**src/rtl/decode_issue_ctrl.sv**
```systemverilog
// -----------------------------------------------------------------------------
// decode_issue_ctrl
//
// Decode/issue sequencer between fetch and the execute stage. Fetched
// instructions are accepted over a valid/ready handshake into a small circular
// FIFO. The instruction at the FIFO head is mirrored into a registered issue
// slot together with its decoded immediate-select code and register fields.
// That FIFO entry is retired only when execute accepts the issue slot. A
// one-cycle bubble is inserted when the instruction behind an accepted LOAD
// reads the LOAD's destination register.
//
// Optional feature (macro ILLEGAL_TRAP_EN):
//   When defined, unrecognised opcodes issue with illegal=1 and imm_sel=000.
//   Once such an instruction is accepted, the controller parks in TRAP until
//   flush. When undefined, illegal is tied to 0 and unknown opcodes issue
//   normally with imm_sel=000.
//
// Parameters:
//   DEPTH  buffer entries (power of two, >= 2)
//   PC_W   program-counter width
//
// Ports:
//   clk        clock, rising edge
//   rst        asynchronous active-high reset
//   flush      synchronous; empties the buffer and drops the issue slot
//   in_valid   fetch presents an instruction
//   in_ready   buffer can accept (not full)
//   in_instr   instruction word
//   in_pc      instruction address
//   out_valid  issue slot valid
//   out_ready  execute accepts the issue slot
//   out_instr  issued instruction (feeds the immediate generator)
//   out_pc     issued PC
//   imm_sel    immediate-select code of the issued instruction
//   rs1/rs2/rd register fields of the issued instruction
//   is_load    issued instruction is a LOAD
//   illegal    issued instruction is illegal (0 unless ILLEGAL_TRAP_EN)
// -----------------------------------------------------------------------------
module decode_issue_ctrl #(
  parameter int DEPTH = 2,
  parameter int PC_W  = 32
) (
  input  logic            clk,
  input  logic            rst,
  input  logic            flush,
  input  logic            in_valid,
  output logic            in_ready,
  input  logic [31:0]     in_instr,
  input  logic [PC_W-1:0] in_pc,
  output logic            out_valid,
  input  logic            out_ready,
  output logic [31:0]     out_instr,
  output logic [PC_W-1:0] out_pc,
  output logic [2:0]      imm_sel,
  output logic [4:0]      rs1,
  output logic [4:0]      rs2,
  output logic [4:0]      rd,
  output logic            is_load,
  output logic            illegal
);

  localparam int AW = $clog2(DEPTH);

  localparam logic [6:0] OPC_OP     = 7'b0110011;
  localparam logic [6:0] OPC_OP_IMM = 7'b0010011;
  localparam logic [6:0] OPC_LOAD   = 7'b0000011;
  localparam logic [6:0] OPC_STORE  = 7'b0100011;
  localparam logic [6:0] OPC_BRANCH = 7'b1100011;
  localparam logic [6:0] OPC_JAL    = 7'b1101111;
  localparam logic [6:0] OPC_JALR   = 7'b1100111;
  localparam logic [6:0] OPC_LUI    = 7'b0110111;
  localparam logic [6:0] OPC_AUIPC  = 7'b0010111;

`ifdef ILLEGAL_TRAP_EN
  typedef enum logic [1:0] {ST_ISSUE = 2'd0, ST_BUBBLE = 2'd1, ST_TRAP = 2'd2} state_t;
`else
  typedef enum logic [0:0] {ST_ISSUE = 1'b0, ST_BUBBLE = 1'b1} state_t;
`endif

  // Contents of the issue slot.
  typedef struct packed {
    logic [31:0]     instr;
    logic [PC_W-1:0] pc;
    logic [2:0]      imm_sel;
    logic [4:0]      rs1;
    logic [4:0]      rs2;
    logic [4:0]      rd;
    logic            is_load;
  } issue_t;

  // ---------------------------------------------------------------------------
  // Decode helpers
  // ---------------------------------------------------------------------------
  function automatic logic [2:0] imm_sel_of(input logic [31:0] i);
    logic [2:0] sel;
    case (i[6:0])
      OPC_OP_IMM:          sel = (i[14:12] == 3'b001 || i[14:12] == 3'b101) ? 3'b100 : 3'b001;
      OPC_LOAD, OPC_JALR:  sel = 3'b001;
      OPC_STORE:           sel = 3'b010;
      OPC_LUI, OPC_AUIPC:  sel = 3'b011;
      default:             sel = 3'b000;
    endcase
    return sel;
  endfunction

  function automatic logic reads_rs1(input logic [31:0] i);
    return !(i[6:0] == OPC_LUI || i[6:0] == OPC_AUIPC || i[6:0] == OPC_JAL);
  endfunction

  function automatic logic reads_rs2(input logic [31:0] i);
    return (i[6:0] == OPC_OP || i[6:0] == OPC_STORE || i[6:0] == OPC_BRANCH);
  endfunction

`ifdef ILLEGAL_TRAP_EN
  function automatic logic illegal_of(input logic [31:0] i);
    logic known;
    case (i[6:0])
      OPC_OP, OPC_OP_IMM, OPC_LOAD, OPC_STORE, OPC_BRANCH,
      OPC_JAL, OPC_JALR, OPC_LUI, OPC_AUIPC: known = 1'b1;
      default:                               known = 1'b0;
    endcase
    return !known || (i[1:0] != 2'b11);
  endfunction
`endif

  // ---------------------------------------------------------------------------
  // FIFO storage and pointers
  // ---------------------------------------------------------------------------
  logic [31:0]     mem_instr [DEPTH];
  logic [PC_W-1:0] mem_pc    [DEPTH];
  logic [AW:0]     wr_ptr, rd_ptr;
  logic [AW:0]     count, cnt_after, rd_ptr_after;
  logic            full;
  logic            push, pop;

  state_t          state;
  issue_t          out_q;

  assign count = wr_ptr - rd_ptr;
  // The extra pointer MSB differs only when the writer has lapped the reader.
  assign full  = (wr_ptr[AW] != rd_ptr[AW]) && (wr_ptr[AW-1:0] == rd_ptr[AW-1:0]);

  assign in_ready = !full;
  assign push     = in_valid && in_ready && !flush;
  // The issue slot mirrors the FIFO head; the entry retires on acceptance.
  assign pop      = out_valid && out_ready && !flush;

  // ---------------------------------------------------------------------------
  // Next issue candidate: the head left after this cycle's pop, or the
  // incoming word when the buffer would otherwise be empty (1-cycle latency).
  // ---------------------------------------------------------------------------
  logic        head_avail;
  logic [31:0] cand_instr;
  issue_t      cand;
  logic        slot_free;
  logic        load_hazard;
  logic        trap_enter;

  assign rd_ptr_after = rd_ptr + {{AW{1'b0}}, pop};
  assign cnt_after    = count - {{AW{1'b0}}, pop};
  assign head_avail   = (cnt_after != '0) || push;
  assign slot_free    = !out_valid || out_ready;

  always_comb begin
    cand = '0;
    if (cnt_after != '0) begin
      cand_instr = mem_instr[rd_ptr_after[AW-1:0]];
      cand.pc    = mem_pc[rd_ptr_after[AW-1:0]];
    end else begin
      cand_instr = in_instr;
      cand.pc    = in_pc;
    end
    cand.instr   = cand_instr;
    cand.imm_sel = imm_sel_of(cand_instr);
    cand.rs1     = cand_instr[19:15];
    cand.rs2     = cand_instr[24:20];
    cand.rd      = cand_instr[11:7];
    cand.is_load = (cand_instr[6:0] == OPC_LOAD);
`ifdef ILLEGAL_TRAP_EN
    if (illegal_of(cand_instr)) cand.imm_sel = 3'b000;
`endif
  end

  // Hazard is judged against the accepted LOAD still held in the slot.
  assign load_hazard = out_valid && out_ready && out_q.is_load && (out_q.rd != 5'd0) &&
                       head_avail &&
                       ((reads_rs1(cand_instr) && cand.rs1 == out_q.rd) ||
                        (reads_rs2(cand_instr) && cand.rs2 == out_q.rd));

`ifdef ILLEGAL_TRAP_EN
  logic illegal_q;
  assign trap_enter = out_valid && out_ready && illegal_q;
  assign illegal    = illegal_q;
`else
  assign trap_enter = 1'b0;
  assign illegal    = 1'b0;
`endif

  // ---------------------------------------------------------------------------
  // Storage write port
  // ---------------------------------------------------------------------------
  // NOTE: the data array carries no reset; occupancy lives in the pointers, so
  // stale words are never observed and the array maps onto plain RAM cells.
  always_ff @(posedge clk) begin
    if (push) begin
      mem_instr[wr_ptr[AW-1:0]] <= in_instr;
      mem_pc[wr_ptr[AW-1:0]]    <= in_pc;
    end
  end

  // ---------------------------------------------------------------------------
  // Pointers, FSM and issue slot
  // ---------------------------------------------------------------------------
  // NOTE: all state here uses non-blocking assignments so every read in this
  // block sees the pre-edge value, matching the combinational logic above.
  always_ff @(posedge clk or posedge rst) begin
    if (rst) begin
      wr_ptr    <= '0;
      rd_ptr    <= '0;
      state     <= ST_ISSUE;
      out_valid <= 1'b0;
      out_q     <= '0;
`ifdef ILLEGAL_TRAP_EN
      illegal_q <= 1'b0;
`endif
    end else if (flush) begin
      wr_ptr    <= '0;
      rd_ptr    <= '0;
      state     <= ST_ISSUE;
      out_valid <= 1'b0;
    end else begin
      if (push) wr_ptr <= wr_ptr + 1'b1;
      if (pop)  rd_ptr <= rd_ptr + 1'b1;

      case (state)
        ST_ISSUE: begin
          if (trap_enter) begin
`ifdef ILLEGAL_TRAP_EN
            state     <= ST_TRAP;
`endif
            out_valid <= 1'b0;
          end else if (load_hazard) begin
            state     <= ST_BUBBLE;
            out_valid <= 1'b0;
          end else if (slot_free) begin
            out_valid <= head_avail;
            if (head_avail) begin
              out_q <= cand;
`ifdef ILLEGAL_TRAP_EN
              illegal_q <= illegal_of(cand_instr);
`endif
            end
          end
        end
        ST_BUBBLE: begin
          // Slot is empty during the bubble, so the held head issues now.
          state     <= ST_ISSUE;
          out_valid <= head_avail;
          if (head_avail) begin
            out_q <= cand;
`ifdef ILLEGAL_TRAP_EN
            illegal_q <= illegal_of(cand_instr);
`endif
          end
        end
`ifdef ILLEGAL_TRAP_EN
        ST_TRAP: begin
          out_valid <= 1'b0;
        end
`endif
        default: begin
          state     <= ST_ISSUE;
          out_valid <= 1'b0;
        end
      endcase
    end
  end

  assign out_instr = out_q.instr;
  assign out_pc    = out_q.pc;
  assign imm_sel   = out_q.imm_sel;
  assign rs1       = out_q.rs1;
  assign rs2       = out_q.rs2;
  assign rd        = out_q.rd;
  assign is_load   = out_q.is_load;

endmodule

```
**config.mk**
```make
export PLATFORM = sky130hd
export DESIGN_NAME = decode_issue_ctrl
export DESIGN_NICKNAME = d
export VERILOG_FILES = /design/src/rtl/decode_issue_ctrl.sv
export SDC_FILE = /design/constraint.sdc
export NUM_CORES = 1
export LEC_CHECK = 0
export CELL_PAD_IN_SITES_DETAIL_PLACEMENT = 0
export CELL_PAD_IN_SITES_GLOBAL_PLACEMENT = 1
export CORE_ASPECT_RATIO = 0.75
export CORE_MARGIN = 8
export CORE_UTILIZATION = 32
export DETAILED_ROUTE_END_ITERATION = 7
export PLACE_DENSITY_LB_ADDON = 0.15
export SETUP_SLACK_MARGIN = 0.02
export SYNTH_ARGS = -nofsm -noshare
export SYNTH_HDL_FRONTEND = slang
export SYNTH_SLANG_ARGS = --single-unit
```
**constraint.sdc**
```tcl
create_clock -name clk -period 4.9 [get_ports clk]
set_input_delay 1.47 -clock clk [delete_from_list [all_inputs] [get_ports clk]]
set_output_delay 1.47 -clock clk [all_outputs]
set_load 0.005 [all_outputs]
```
# Word level (Yosys, flattened, before mapping)
# Memories as Yosys holds them, arrays and structs flattened.
# Index checks and enable logic that the tools add are counted.
# W data, S select, Z words.
[op_classes]
add_sub_neg = 5
n_eq_ne = 18
muxes = 21
bitwise_logic = 2
reduce_logical = 30
[op_table]
columns = ["op", "count"]
rows = [
  ["$mux W83", 3],
  ["$pmux W83 S2", 1],
  ["$mux W32", 2],
  ["$eq A7 B6 Y1 const B", 3],
  ["$eq A7 B7 Y1 const B", 3],
  ["$eq A7 B5 Y1 const B", 2],
  ["$pmux W3 S4", 1],
  ["$logic_and A1 B1 Y1", 11],
  ["$eq A5 B5 Y1", 2],
  ["$logic_or A1 B1 Y1", 8],
  ["$mux W2", 4],
  ["$eq A7 B2 Y1 const B", 1],
  ["$mux W1", 7],
  ["$reduce_bool A2 Y1", 3],
  ["$reduce_bool A5 Y1", 1],
  ["$add A2 B1 Y2 const B", 2],
  ["$logic_not A1 Y1", 4],
  ["$ne A2 B2 Y1 const B", 2],
  ["$ne A4 B4 Y1 const B", 1],
  ["$pmux W1 S2", 2],
  ["$reduce_or A2 Y1", 2],
  ["$eq A3 B1 Y1 const B", 1],
  ["$eq A3 B3 Y1 const B", 1],
  ["$mux W3", 1],
  ["7 further kinds", 8],
]
[word_totals]
regBits = 89
mem_bits_rw = 128
in_bits = 69
wordCells = 89
memories = 2
[memory_table]
columns = ["memory", "words", "width", "rd", "rd_ports_with_merged_regs", "wr", "line_no", "source"]
rows = [
  ["mem_instr", 2, 32, 1, 0, 1, "129", "logic [31:0] mem_instr [DEPTH];"],
  ["mem_pc", 2, 32, 1, 0, 1, "130", "logic [PC_W-1:0] mem_pc [DEPTH];"],
]

# Logic depth before layout (Yosys ltp)
[logic_depth]
ltp_word = 15
depth_mapped = 17
depth_no_buf = 13

# Worst setup path after synthesis
# No wires, ideal clock.
[synth_timing]
path_kind = "in2reg"
startpoint = "in in_valid"
endpoint = "mem mem_instr[0][0] (enable)"
arrival_ps = 4693
t_required_ps = 4414
path_slack_ps = -279
cell_stages = 3
path_cell_list = "a21bo_2 -> or2_2 -> nor2_1"
[synth_via]
elab_chain_cells = 4
[synth_lines]
columns = ["element", "line_no", "source"]
rows = [
  ["start, declared", "46", "input logic in_valid,"],
  ["$logic_and A1 B1 Y1 (2 in a row)", "144", "assign push = in_valid && in_ready && !flush;"],
  ["$mux W1", "205", "if (push) begin"],
  ["$mux W1 (implied by the code)", "206", "mem_instr[wr_ptr[AW-1:0]] <= in_instr;"],
  ["end, declared", "129", ""],
]
# No other way between the ends.

# Worst setup path after layout
[layout_timing]
startpoint = "in flush"
endpoint = "reg out_q, in the netlist out_pc[30]"
[layout_via]
elab_chain_cells = 14
[layout_lines]
columns = ["element", "line_no", "source"]
rows = [
  ["start, declared", "45", "input logic flush,"],
  ["$logic_not A1 Y1", "144, 146", ""],
  ["$logic_and A1 B1 Y1", "146", "assign pop = out_valid && out_ready && !flush;"],
  ["$sub A2 B1 Y2 or $add A1 B1 Y1 (tied branches)", "160, 159", ""],
  ["$reduce_bool A2 Y1 or $mem_v2 Z2 W32 (tied branches)", "--", ""],
  ["$mux W32", "166", "if (cnt_after != '0) begin"],
  ["$eq A7 B6 Y1 or $eq A7 B5 Y1 (tied branches)", "107", "return !(i[6:0] == OPC_LUI || i[6:0] == OPC_AUIPC || i[6:0] == OPC_JAL);"],
  ["$logic_or A1 B1 Y1 (2 in a row)", "107", ""],
  ["$logic_not A1 Y1", "107", ""],
  ["$logic_and A1 B1 Y1", "187", "((reads_rs1(cand_instr) && cand.rs1 == out_q.rd) ||"],
  ["$logic_or A1 B1 Y1", "187", ""],
  ["$logic_and A1 B1 Y1", "186", "head_avail &&"],
  ["$ne A2 B2 Y1 (no line)", "--", ""],
  ["$reduce_and A3 Y1 (no line)", "--", ""],
  ["end signal, assigned", "248", "out_q <= cand;"],
  ["end signal, assigned", "260", "out_q <= cand;"],
  ["end, declared", "137", "issue_t out_q;"],
]
# Parallel ways exist; a longest one is shown, timed or not. The select of a mux whose other input is x is not followed.
# A chain may end at the register's enable or synchronous reset.

==> out/results.tsv <==
metric	value	unit
wirelength	24.9	mm
fillers	2565	
end_kind	register	
irDropWorstVdd	0.268	mV
power_frac_comb	45.8	%
max_freq	211	MHz
reg2reg_from	out_valid$_DFFE_PP0P_	
gr-total-overflow	0	
post_drt_wl_per_cell	19.7	microns
clock_skew	0.0182	ns
power.switching	2.67	mW
min_path_type	reg -> reg	
slew_violations	0	
placed_area	11200	sq um
grt_first_pass_wirelength	37.6	mm
cts_buffers	23	
netlist_instances	670	
p_leak	4.73	nW
synth_xor_xnor_area_share	2.20	%
final_cell_area	12300	sq um
nets	931	
finalHoldWorstSlack	0.503	ns
setup_viol	0	
cts_tree	done	
ys.flop_type	edfxtp_1	
yosysWarnings	0	
dp_slack	-0.709	ns
synth_cell_type_count	57	
antenna_found_initial	0	
synth-simple-area-share	7.95	%
highest_layer	met4	
final_common_cell	clkdlybuf4s50_1	
n_antenna_cell	0	
grtUsageTotal	13.9	%
maxSlewHeadroom	24.2	%
worst_pin_slew	1.14	ns
cp_num_cells	17	
power.share.switching	33.5	%
place.gp.congestion	0.786	
die_area	34100	sq um
core	28000	sq um
placedCellCount	1204	
crit_slowest_cell	or4_4	
path_max_fanout	8	
met3_length	1.17	mm
min_period_over_period	96.7	%
initial_core_util	32.5	%
min_period	4.74	ns
ys_ff_latch	202	
arrival	5.12	ns
worstPathCellList	clkdlybuf4s50_1, nand3b_1, inv_1, fa_1, inv_1, ha_4, nor2_2, buf_4, xnor2_4, nand2_4, or4_4, nor3_4, o2111ai_4, nand3_4, buf_4, clkbuf_16, mux2_4	
async_flop_share	36.6	%
synth_edf_count	128	
final-hold-violation-count	0	
drt.antenna.violating_nets	0	
synth_compound_area_share	5.74	%
grt_max_degree	57	
met2WireLength	11.5	mm
portBuffers	153	
path_class	in -> reg	
clk-insertion-delay-late	0.51	ns
avgSynthCellArea	13.6	sq um
outcome	finished, final reports clean	
required	5.28	ns
drc	0	
crit_family	simple AND/OR/NAND/NOR gates	
rsz0062_at_grt	false	
synth_top_family_by_area	multiplexers	
reg2reg_slack	1.14	ns
dr_total_vias	5951	
clk_transition_reported_paths	0.06	ns
setup_slack	0.160	ns
synthMuxAreaShare	16.5	%
ctsRootBufferMaster	clkbuf_16	
mostFrequentLayoutCells	clkdlybuf4s50_1 (153), edfxtp_1 (128), dfrtp_1 (74)	
drive_above_1_share	20.9	%
p_int	5.30	mW
slowest_delay	0.56	ns
whs_path_depth	1	
grt_pass1_vias	6401	
syn_area	9100	sq um
ios	155	
num_rows	53	
endpoint	out_pc[30]$_DFFE_PP0P_	
die_y	162	microns
wl_met1	11.9	mm
power_density	648	nW/um^2
dp_hpwl	16.5	mm
fin_cells	1260	
reg2reg_depth	16	
area_growth_syn_to_layout	35.3	%
htree_num_levels	1	
die_width	211	microns
drt_iter0_markers	296	
syn-num-nets	743	
synthAdderAreaFrac	0.633	%
crit_path_start_kind	input pin	
cts_buffer_depth	3	
clkPwrFrac	22.9	%
yosysSeqAreaShare	62.6	%
clkSinkCount	202	
seqPwrFrac	31.2	%
first_pass_iters	4	
via_per_inst	4.72	
power	7.98	mW
cp-startpoint	flush	
regToRegEndpoint	out_pc[30]$_DFFE_PP0P_	
drv_cap	0	
critPathBufInv	6	
## power by group through the flow
| stage | Clock [mW] | Combinational (mW) | Sequential (mW) |
|---|---|---|---|
| after CTS | 1.87 | 3.49 | 2.50 |
| after global routing | 1.94 | 3.99 | 2.55 |
| after detailed placement | 0 | 3.47 | 2.53 |
| after global placement | 0 | 3.42 | 2.52 |
| final | 1.83 | 3.66 | 2.49 |
| after floorplan | 0 | 2.09 | 2.44 |
## timing repair
action | in CTS | in global routing
gates cloned | 0 | 4
pin swaps | 0 | 3
buffers inserted | 0 | 10
setup endpoints to repair | 59 | 59
gates resized for setup | 4 | 6
hold buffers | 0 | 0
## logic make-up (layout without fill, tap and decap cells)
group           after synthesis  count (layout)
mux                         131             131
compound gates               91              91
buf+inv                      68             273
xor+xnor                     19              19
flops                       202             202
other cells                   1               1
fa+ha+maj                     4               4
simple gates                154             154
## cells in the mapped netlist (2+ instances only)
cell / count / area, sq um
xor2_1: 7 / 61.3
buf_4: 16 / 120
a21oi_1: 15 / 75.1
dfrtp_1: 74 / 1850
nor4_1: 2 / 12.5
nand3_1: 9 / 45.0
buf_6: 5 / 56.3
a2111oi_0: 2 / 17.5
ha_1: 3 / 37.5
nand2_1: 72 / 270
nor3_1: 12 / 60.1
mux2i_1: 67 / 671
clkbuf_1: 17 / 63.8
a32o_1: 2 / 20.0
o22ai_1: 4 / 25.0
edfxtp_1: 128 / 3840
buf_1: 6 / 22.5
or4_1: 5 / 37.5
o21ai_0: 53 / 265
nand4_1: 5 / 31.3
buf_12: 2 / 40.0
nand4b_1: 2 / 17.5
buf_2: 4 / 20.0
mux2_2: 32 / 360
inv_1: 18 / 67.6
and2_1: 4 / 25.0
nand3b_1: 2 / 15.0
xnor2_1: 9 / 78.8
nor3b_1: 2 / 15.0
nor2_1: 31 / 116
mux2_1: 2 / 22.5
a31oi_1: 3 / 18.8
a211oi_1: 2 / 15.0
mux2_4: 30 / 450
## sequential cells by signal, summed over array words and instances (netlist names)
name       count
mem_instr     64
imm_sel        3
is_load        1
state          1
out_valid      1
rd_ptr         2
out_instr     20
rs1            4
rd             4
rs2            4
mem_pc        64
wr_ptr         2
out_pc        32
## worst min-delay path by stage
stage	from	to	slack, ns
6_report	out_instr[28]$_DFFE_PP0P_	out_instr[28]$_DFFE_PP0P_	0.50
5_1_grt	out_instr[25]$_DFFE_PP0P_	out_instr[25]$_DFFE_PP0P_	0.53
4_1_cts	out_instr[28]$_DFFE_PP0P_	out_instr[28]$_DFFE_PP0P_	0.51
3_5_place_dp	state$_DFF_PP0_	out_valid$_DFFE_PP0P_	0.48
3_3_place_gp	state$_DFF_PP0_	out_valid$_DFFE_PP0P_	0.47
2_1_floorplan	state$_DFF_PP0_	out_valid$_DFFE_PP0P_	0.44
## metrics by stage
stage | utilization [%] | setup TNS [ns]
5_1_grt | 44.0 | 0
3_3_place_gp | 40.1 | -39.25
4_1_cts | 43.1 | 0
2_1_floorplan | - | -35.68
6_report | 44.0 | 0
3_5_place_dp | 40.1 | -43.26
## area by class of cell
cell class / instances / area [sq um] / area share, %
Sequential cell: 202 / 5700 / 46.3
Multi-Input combinational cell: 400 / 3130 / 25.5
Timing Repair Buffer: 213 / 2110 / 17.2
Clock buffer: 29 / 628 / 5.11
Tap cell: 385 / 482 / 3.92
Clock inverter: 13 / 180 / 1.46
Inverter: 18 / 68.8 / 0.559
## layer usage
layer	track usage, %	vias to the layer above
met4	2.32	0
met3	2.77	21
met1	18.9	2985
met5	0	-
li1	-	2805
met2	23.0	140
Note: power is estimated with default switching activity, not from simulation.
